===== src/rtl/commit_bus_arbiter.sv =====
// Commit bus arbiter: grants one reservation station at a time and broadcasts its packet with a valid bit.
// Define COMMIT_ARB_FIXED_PRIORITY_EN for a lowest-index-wins build with no rotating pointer.
module commit_bus_arbiter #(
    parameter int unsigned NUM_STATIONS = 4,
    parameter int unsigned PACKET_W     = 114,
    parameter int unsigned PTR_W        = 2
) (
    input  logic                             Clock,
    input  logic                             Reset,
    input  logic [NUM_STATIONS-1:0]          iCommitRequest,
    input  logic [NUM_STATIONS*PACKET_W-1:0] iCommitData,
    output logic [NUM_STATIONS-1:0]          oCommitGranted,
    output logic [PACKET_W:0]                oCommitBus,
    output logic                             oBusy
);

    typedef enum logic [0:0] {
        S_ARB    = 1'b0,
        S_COMMIT = 1'b1
    } arbState_t;

    arbState_t               state;
    logic [PACKET_W-1:0]     rPacket;
    logic [PTR_W-1:0]        winnerIdx;
    logic [NUM_STATIONS-1:0] winnerOneHot;
    logic [PACKET_W-1:0]     winnerPacket;
    logic                    anyRequest;

    assign anyRequest = |iCommitRequest;
    assign oBusy      = (state == S_COMMIT) || anyRequest;

    function automatic logic [PTR_W-1:0] lowestSet(input logic [NUM_STATIONS-1:0] vec);
        lowestSet = '0;
        for (int i = int'(NUM_STATIONS) - 1; i >= 0; i--) begin
            if (vec[i]) lowestSet = PTR_W'(i);
        end
    endfunction

`ifdef COMMIT_ARB_FIXED_PRIORITY_EN
    always_comb begin
        winnerIdx = lowestSet(iCommitRequest);
    end
`else
    logic [PTR_W-1:0]        ptr;
    logic [PTR_W-1:0]        rWinner;
    logic [NUM_STATIONS-1:0] upperMask;
    logic [NUM_STATIONS-1:0] upperRequest;

    // Requests at or above the pointer win first; otherwise wrap to the lowest index.
    always_comb begin
        upperMask = '0;
        for (int i = 0; i < int'(NUM_STATIONS); i++) begin
            upperMask[i] = (PTR_W'(i) >= ptr);
        end
        upperRequest = iCommitRequest & upperMask;
        winnerIdx    = (|upperRequest) ? lowestSet(upperRequest) : lowestSet(iCommitRequest);
    end
`endif

    // Decode the winner into its one-hot grant and its packet slice.
    always_comb begin
        winnerOneHot = '0;
        winnerPacket = '0;
        for (int i = 0; i < int'(NUM_STATIONS); i++) begin
            if (winnerIdx == PTR_W'(i)) begin
                winnerOneHot[i] = 1'b1;
                winnerPacket    = iCommitData[i*PACKET_W +: PACKET_W];
            end
        end
    end

    always_ff @(posedge Clock) begin
        if (!Reset) begin
            state          <= S_ARB;
            oCommitGranted <= '0;
            oCommitBus     <= '0;
            rPacket        <= '0;
`ifndef COMMIT_ARB_FIXED_PRIORITY_EN
            ptr            <= '0;
            rWinner        <= '0;
`endif
        end else begin
            unique case (state)
                S_ARB: begin
                    oCommitBus[PACKET_W] <= 1'b0;
                    if (anyRequest) begin
                        oCommitGranted <= winnerOneHot;
                        rPacket        <= winnerPacket;
`ifndef COMMIT_ARB_FIXED_PRIORITY_EN
                        rWinner        <= winnerIdx;
`endif
                        state          <= S_COMMIT;
                    end else begin
                        oCommitGranted <= '0;
                    end
                end
                S_COMMIT: begin
                    // Requests are ignored here; the winner drops its request at this edge.
                    oCommitGranted <= '0;
                    oCommitBus     <= {1'b1, rPacket};
`ifndef COMMIT_ARB_FIXED_PRIORITY_EN
                    ptr            <= (rWinner == PTR_W'(NUM_STATIONS - 1)) ? '0 : rWinner + 1'b1;
`endif
                    state          <= S_ARB;
                end
                default: begin
                    state <= S_ARB;
                end
            endcase
        end
    end

endmodule

===== config.mk =====
export PLATFORM = sky130hd
export DESIGN_NAME = commit_bus_arbiter
export DESIGN_NICKNAME = d
export VERILOG_FILES = /design/src/rtl/commit_bus_arbiter.sv
export SDC_FILE = /design/constraint.sdc
export NUM_CORES = 1
export LEC_CHECK = 0
export CAP_MARGIN = 20
export CORE_AREA = 2 2 228 230
export DETAILED_ROUTE_END_ITERATION = 7
export DIE_AREA = 0 0 230 232
export SYNTH_ARGS = -nofsm -noshare
export SYNTH_HDL_FRONTEND = slang
export SYNTH_SLANG_ARGS = --single-unit

===== constraint.sdc =====
create_clock -name Clock -period 1.86 [get_ports Clock]
set_clock_uncertainty 0.1 [all_clocks]
set_input_delay 0.372 -clock Clock [delete_from_list [all_inputs] [get_ports Clock]]
set_output_delay 0.372 -clock Clock [all_outputs]
set_load 0.01 [all_outputs]

Word-level counts from Yosys, hierarchy flattened

Cells that the tools add are included.

Reduce and logical (&&, ||, !) cells: 5
Order comparisons: 4
Muxes and demuxes: 23
Equal/unequal tests: 4
Bitwise operators: 2
Add/subtract/negate cells: 1

Operators with widths:

| kind                                               | count |
|---|---|
| 2-to-1 mux 114 bit                                 | 4 |
| 2-to-1 mux 2 bit                                   | 10 |
| case mux 4 bit (2 select lines)                    | 1 |
| OR reduction 4 bit                                 | 2 |
| == test 2 bit, second input constant               | 3 |
| 2-to-1 mux 1 bit                                   | 5 |
| bitwise AND 4 bit                                  | 1 |
| >= comparator 1 x 2 -> 1 bit, first input constant | 2 |
| >= comparator 2 bit, first input constant          | 2 |
| 2-to-1 mux 4 bit                                   | 1 |
| case mux 1 bit (2 select lines)                    | 2 |
| adder 2 x 1 -> 2 bit, second input constant        | 1 |
| == test 2 x 1 -> 1 bit, second input constant      | 1 |
| logical NOT 2 bit                                  | 1 |
| AND reduction 2 bit                                | 1 |
| logical OR 1 bit                                   | 1 |
| inverter 1 bit                                     | 1 |

Output and inout port bits: 120
Register bits after elaboration: 238

Logic depth before layout (Yosys ltp)

Word-level depth: 12
Depth in mapped cells: 8

Least setup slack after synthesis

Ideal clock, no wire load.

Path kind: input-to-reg
From: input iCommitRequest[0]
To: register rPacket[103]
Cell stages on the path: 8
Data arrival time: 1542 ps
Path slack: 85 ps
Setup time: 133 ps
Path through: a21o_1 -> a21oi_1 -> o22a_1 -> buf_6 -> buf_12 -> buf_12 -> mux2i_1 -> o221ai_2

Word-level cells in the longest chain between the ends: 8
Elaborated cells between the ends (all ways): 15
Those cells by class: eq/ne: 3; mux: 7; bitwise: 1; reduce/logical: 4

Ends and longest elaborated chain:

| what                                                   | line   | source |
|---|---|---|
| start: declaration                                     | 10     | `input logic [NUM_STATIONS-1:0] iCommitRequest,` |
| bitwise AND 4 bit                                      | 55     | `upperRequest = iCommitRequest & upperMask;` |
| OR reduction 4 bit or 2-to-1 mux 2 bit (tied branches) | 56, 35 |  |
| 2-to-1 mux 2 bit                                       | 56     | `winnerIdx = (\|upperRequest) ? lowestSet(upperRequest) : lowestSet(iCommitRequest);` |
| logical NOT 2 bit                                      | 65     | `if (winnerIdx == PTR_W'(i)) begin` |
| 2-to-1 mux 114 bit (4 in series)                       | 65     |  |
| end signal: assignment                                 | 88     | `rPacket <= winnerPacket;` |
| end: declaration                                       | 23     | `logic [PACKET_W-1:0] rPacket;` |

Several ways; a longest one is shown, not always the timed one.
A chain may end at the register's enable or synchronous reset.

Worst setup path after layout

From: register ptr[1]
To: register rPacket[110]

Word-level cells in the longest chain between the ends: 12
Elaborated cells between the ends (all ways): 19
Those cells by class: order compare: 4; eq/ne: 3; mux: 9; bitwise: 1; reduce/logical: 2

Ends and longest elaborated chain:

| what                             | line | source |
|---|---|---|
| start: declaration               | 44   | `logic [PTR_W-1:0] ptr;` |
| start signal: assignment         | 102  | `ptr <= (rWinner == PTR_W'(NUM_STATIONS - 1)) ? '0 : rWinner + 1'b1;` |
| >= comparator 2 bit              | 53   | `upperMask[i] = (PTR_W'(i) >= ptr);` |
| bitwise AND 4 bit (*)            | 55   |  |
| 2-to-1 mux 2 bit (4 in series)   | 35   | `if (vec[i]) lowestSet = PTR_W'(i);` |
| 2-to-1 mux 2 bit (*)             | 56   |  |
| logical NOT 2 bit                | 65   |  |
| 2-to-1 mux 114 bit (3 in series) | 65   |  |
| 2-to-1 mux 114 bit (*)           | 65   |  |

Mark *: on every way between the ends. The rest lies on a longest branch, timed or not.

==> results.json <==
{
  "syn_area_mm2": 0.0116,
  "finalCriticalPeriod_ps": 2000,
  "failed_checks": "setup timing",
  "synth.net_count": 1509,
  "finalSetupTns_ps": -4280,
  "cts_tree": "built",
  "wl_per_cell_um": 18.3,
  "netSwitchingFraction": 0.268,
  "cts-root-buf": "clkbuf_16",
  "grt_max_degree": 98,
  "tightest_slew_ps": 696,
  "worstHoldStart": "Reset",
  "hp-class": "primary input to register",
  "gp_congestion": 0.811,
  "fin_cells": 2349,
  "multi_input_area_mm2": 0.00689,
  "power_frac_seq": 0.373,
  "synth_enable_flop_cells": 0,
  "fmaxAchievable_mhz": 501,
  "rsz0062_at_grt": "true",
  "p_clk_frac": 0.353,
  "ys.flop_type": "dfxtp_1",
  "clk_latency_ps": 550,
  "ant_nets": 0,
  "slowest_delay_ps": 330,
  "dpl.hpwl_um": 30800,
  "setup_violations": 68,
  "startpoint_type": "register",
  "htreeDepth": 1,
  "regArea_mm2": 0.00477,
  "grtUsageTotal": 0.151,
  "setup_ws_ps": -137,
  "switchingPower_uw": 4200,
  "syn_inst": 1046,
  "portBuffers": 581,
  "dpl.cell_count": 2275,
  "die_y_um": 232,
  "intPower_uw": 11500,
  "end_kind": "register",
  "cp-startpoint": "ptr[1]",
  "stdcell_area_mm2": 0.0205,
  "die_w_um": 230,
  "maxCapViolCount": 0,
  "initial_core_util": 0.228,
  "drt_pass1_iterations": 4,
  "vias_per_cell": 4.38,
  "p_comb_frac": 0.273,
  "hold_viol": 0,
  "maxSlewHeadroom": 0.536,
  "area_delta_synth_final_pct": 76.8,
  "status": "complete, but fails checks",
  "grt-ovfl-total": 0,
  "synth_cell_types": 29,
  "p_per_area_mw_per_mm2": 767,
  "clock_sinks": 238,
  "clkTransAtPathRegs_ps": 60,
  "clk_path_buf_depth": 3,
  "ys_seq_elements": 238,
  "ctsHoldBuffers": 0,
  "cp_data_required_time_ps": 2180,
  "slew_viol_final": 0,
  "power_uw": 15700,
  "drt_iter0_markers": 294,
  "placed_area_mm2": 0.0182,
  "timing.rr.start": "ptr[1]",
  "path_common_cell": "buf_12",
  "core-area_mm2": 0.0509,
  "p_leak_uw": 0.00788,
  "routed_wl_um": 43000,
  "synth.avg_cell_area_um2": 11.1,
  "drive_gt1_frac": 0.168,
  "num-nets-final": 2113,
  "async_flop_share": 0,
  "period_share": 1.07,
  "num_antenna_cells": 0,
  "drcViolationCount": 0,
  "numCtsBuffers": 29,
  "rows": 83,
  "grt_pass1_wl_um": 63400,
  "path_class": "register to register",
  "antenna_found_initial": 0,
  "fin_util": 0.402,
  "vias": 10300,
  "max-vdd-ir-drop_mv": 0.559,
  "dieArea_mm2": 0.0534,
  "slowest_stage": "dfxtp_2",
  "ys_seq_area_frac": 0.411,
  "fill_cells": 4881,
  "ios": 582,
  "ys.warnings.count": 0,
  "crit_fanout": 8,
  "first_global_vias": 10800,
  "path_cells": "a21o_1 -> a21oi_2 -> o22a_4 -> buf_12 -> buf_12 -> buf_6 -> buf_16 -> mux2i_4 -> o221ai_1",
  "critPathArrivalTime_ps": 2320
}
cells in the mapped netlist, types with 2 or more instances:
library cell | n | share of area
nand2_1 | 114 | 0.037
buf_2 | 30 | 0.013
nand2b_1 | 3 | 0.0016
dfxtp_1 | 238 | 0.41
nor2_1 | 4 | 0.0013
o221ai_2 | 40 | 0.052
inv_1 | 2 | 0.00065
a21oi_1 | 2 | 0.00086
buf_6 | 15 | 0.015
buf_12 | 12 | 0.021
o221ai_1 | 74 | 0.056
buf_4 | 2 | 0.0013
clkbuf_1 | 25 | 0.0081
mux2i_1 | 346 | 0.30
bufbuf_8 | 5 | 0.0081
nor2b_1 | 121 | 0.065
final cells by class:
type | instances | share of cell area
Sequential cell | 238 | 0.233
Clock buffer | 40 | 0.0419
Multi-Input combinational cell | 716 | 0.336
Tap cell | 680 | 0.0415
Inverter | 2 | 0.000367
Clock inverter | 10 | 0.00409
Timing Repair Buffer | 663 | 0.343
through the flow:
stage          worst slack [ps]  hold WS, ps
2_1_floorplan              84.6          331
5_1_grt                    -203          140
3_3_place_gp               -864          344
4_1_cts                    -148          113
3_5_place_dp               -865          351
6_report                   -137          160
repair_timing:
action / CTS / global route
endpoints found under the setup margin: 234 / 115
pin swaps: 23 / 29
resized for setup: 247 / 106
buffers inserted: 8 / 6
cloned: 9 / 3
path summary, 6_finish.rpt:
check / to / slack, ps / cells past startpoint
setup / recovery: rPacket[110] / -140 / 9
hold / removal: state / 160 / 3
setup reg to reg: rPacket[110] / -140 / 9
hold reg to reg: rPacket[21] / 360 / 2
routing by layer:
| layer | part of all wire | up-vias | GRT usage |
|---|---|---|---|
| li1 | - | 5039 | - |
| met1 | 0.39 | 4800 | 0.168 |
| met2 | 0.52 | 377 | 0.285 |
| met3 | 0.061 | 64 | 0.0346 |
| met4 | 0.029 | 0 | 0.0411 |
| met5 | 0 | - | 0 |
worst max-delay path, delay by kind of cell, from the launching register on:
| family | cells | cell delay [ps] |
|---|---|---|
| compound gates | 4 | 600 |
| buf+inv | 4 | 550 |
| flops | 1 | 330 |
| mux | 1 | 270 |
logic make-up (layout without fill, tap and decap cells):
group / count (synthesis) / in the layout / synth area share
AOI/OAI and AO/OA: 120 / 120 / 0.112
adders and majority gates: 1 / 1 / 0.00108
buffers and inverters: 92 / 715 / 0.0671
DFF: 238 / 238 / 0.411
muxes: 346 / 346 / 0.299
and+or+nand+nor: 249 / 249 / 0.110
state kept, by name, summed over array words and instances (netlist names):
name	cells
state	1
ptr	2
oCommitBus	115
rWinner	2
rPacket	114
oCommitGranted	4
power by group through the flow:
stage	Sequential, uW	Combinational [uW]	Clock, uW
global placement	5970	3570	0
global route	5920	4550	5950
CTS	5870	4040	5750
finish	5870	4290	5550
detailed placement	5980	3600	0
floorplan	5960	1850	0
cell usage in the layout, fill, tap and decap left out, types with 3 or more instances in the layout:
cell / n
buf_12: 27
buf_16: 11
buf_4: 20
buf_6: 10
buf_8: 13
clkbuf_1: 3
clkbuf_16: 33
clkbuf_8: 7
clkdlybuf4s50_1: 456
clkinv_2: 7
dfxtp_1: 235
dlygate4sd2_1: 121
mux2i_1: 256
mux2i_2: 41
mux2i_4: 49
nand2_1: 114
nor2_1: 4
nor2b_1: 119
o221ai_1: 69
o221ai_2: 45
No activity file was read; power rests on OpenSTA's default activity.
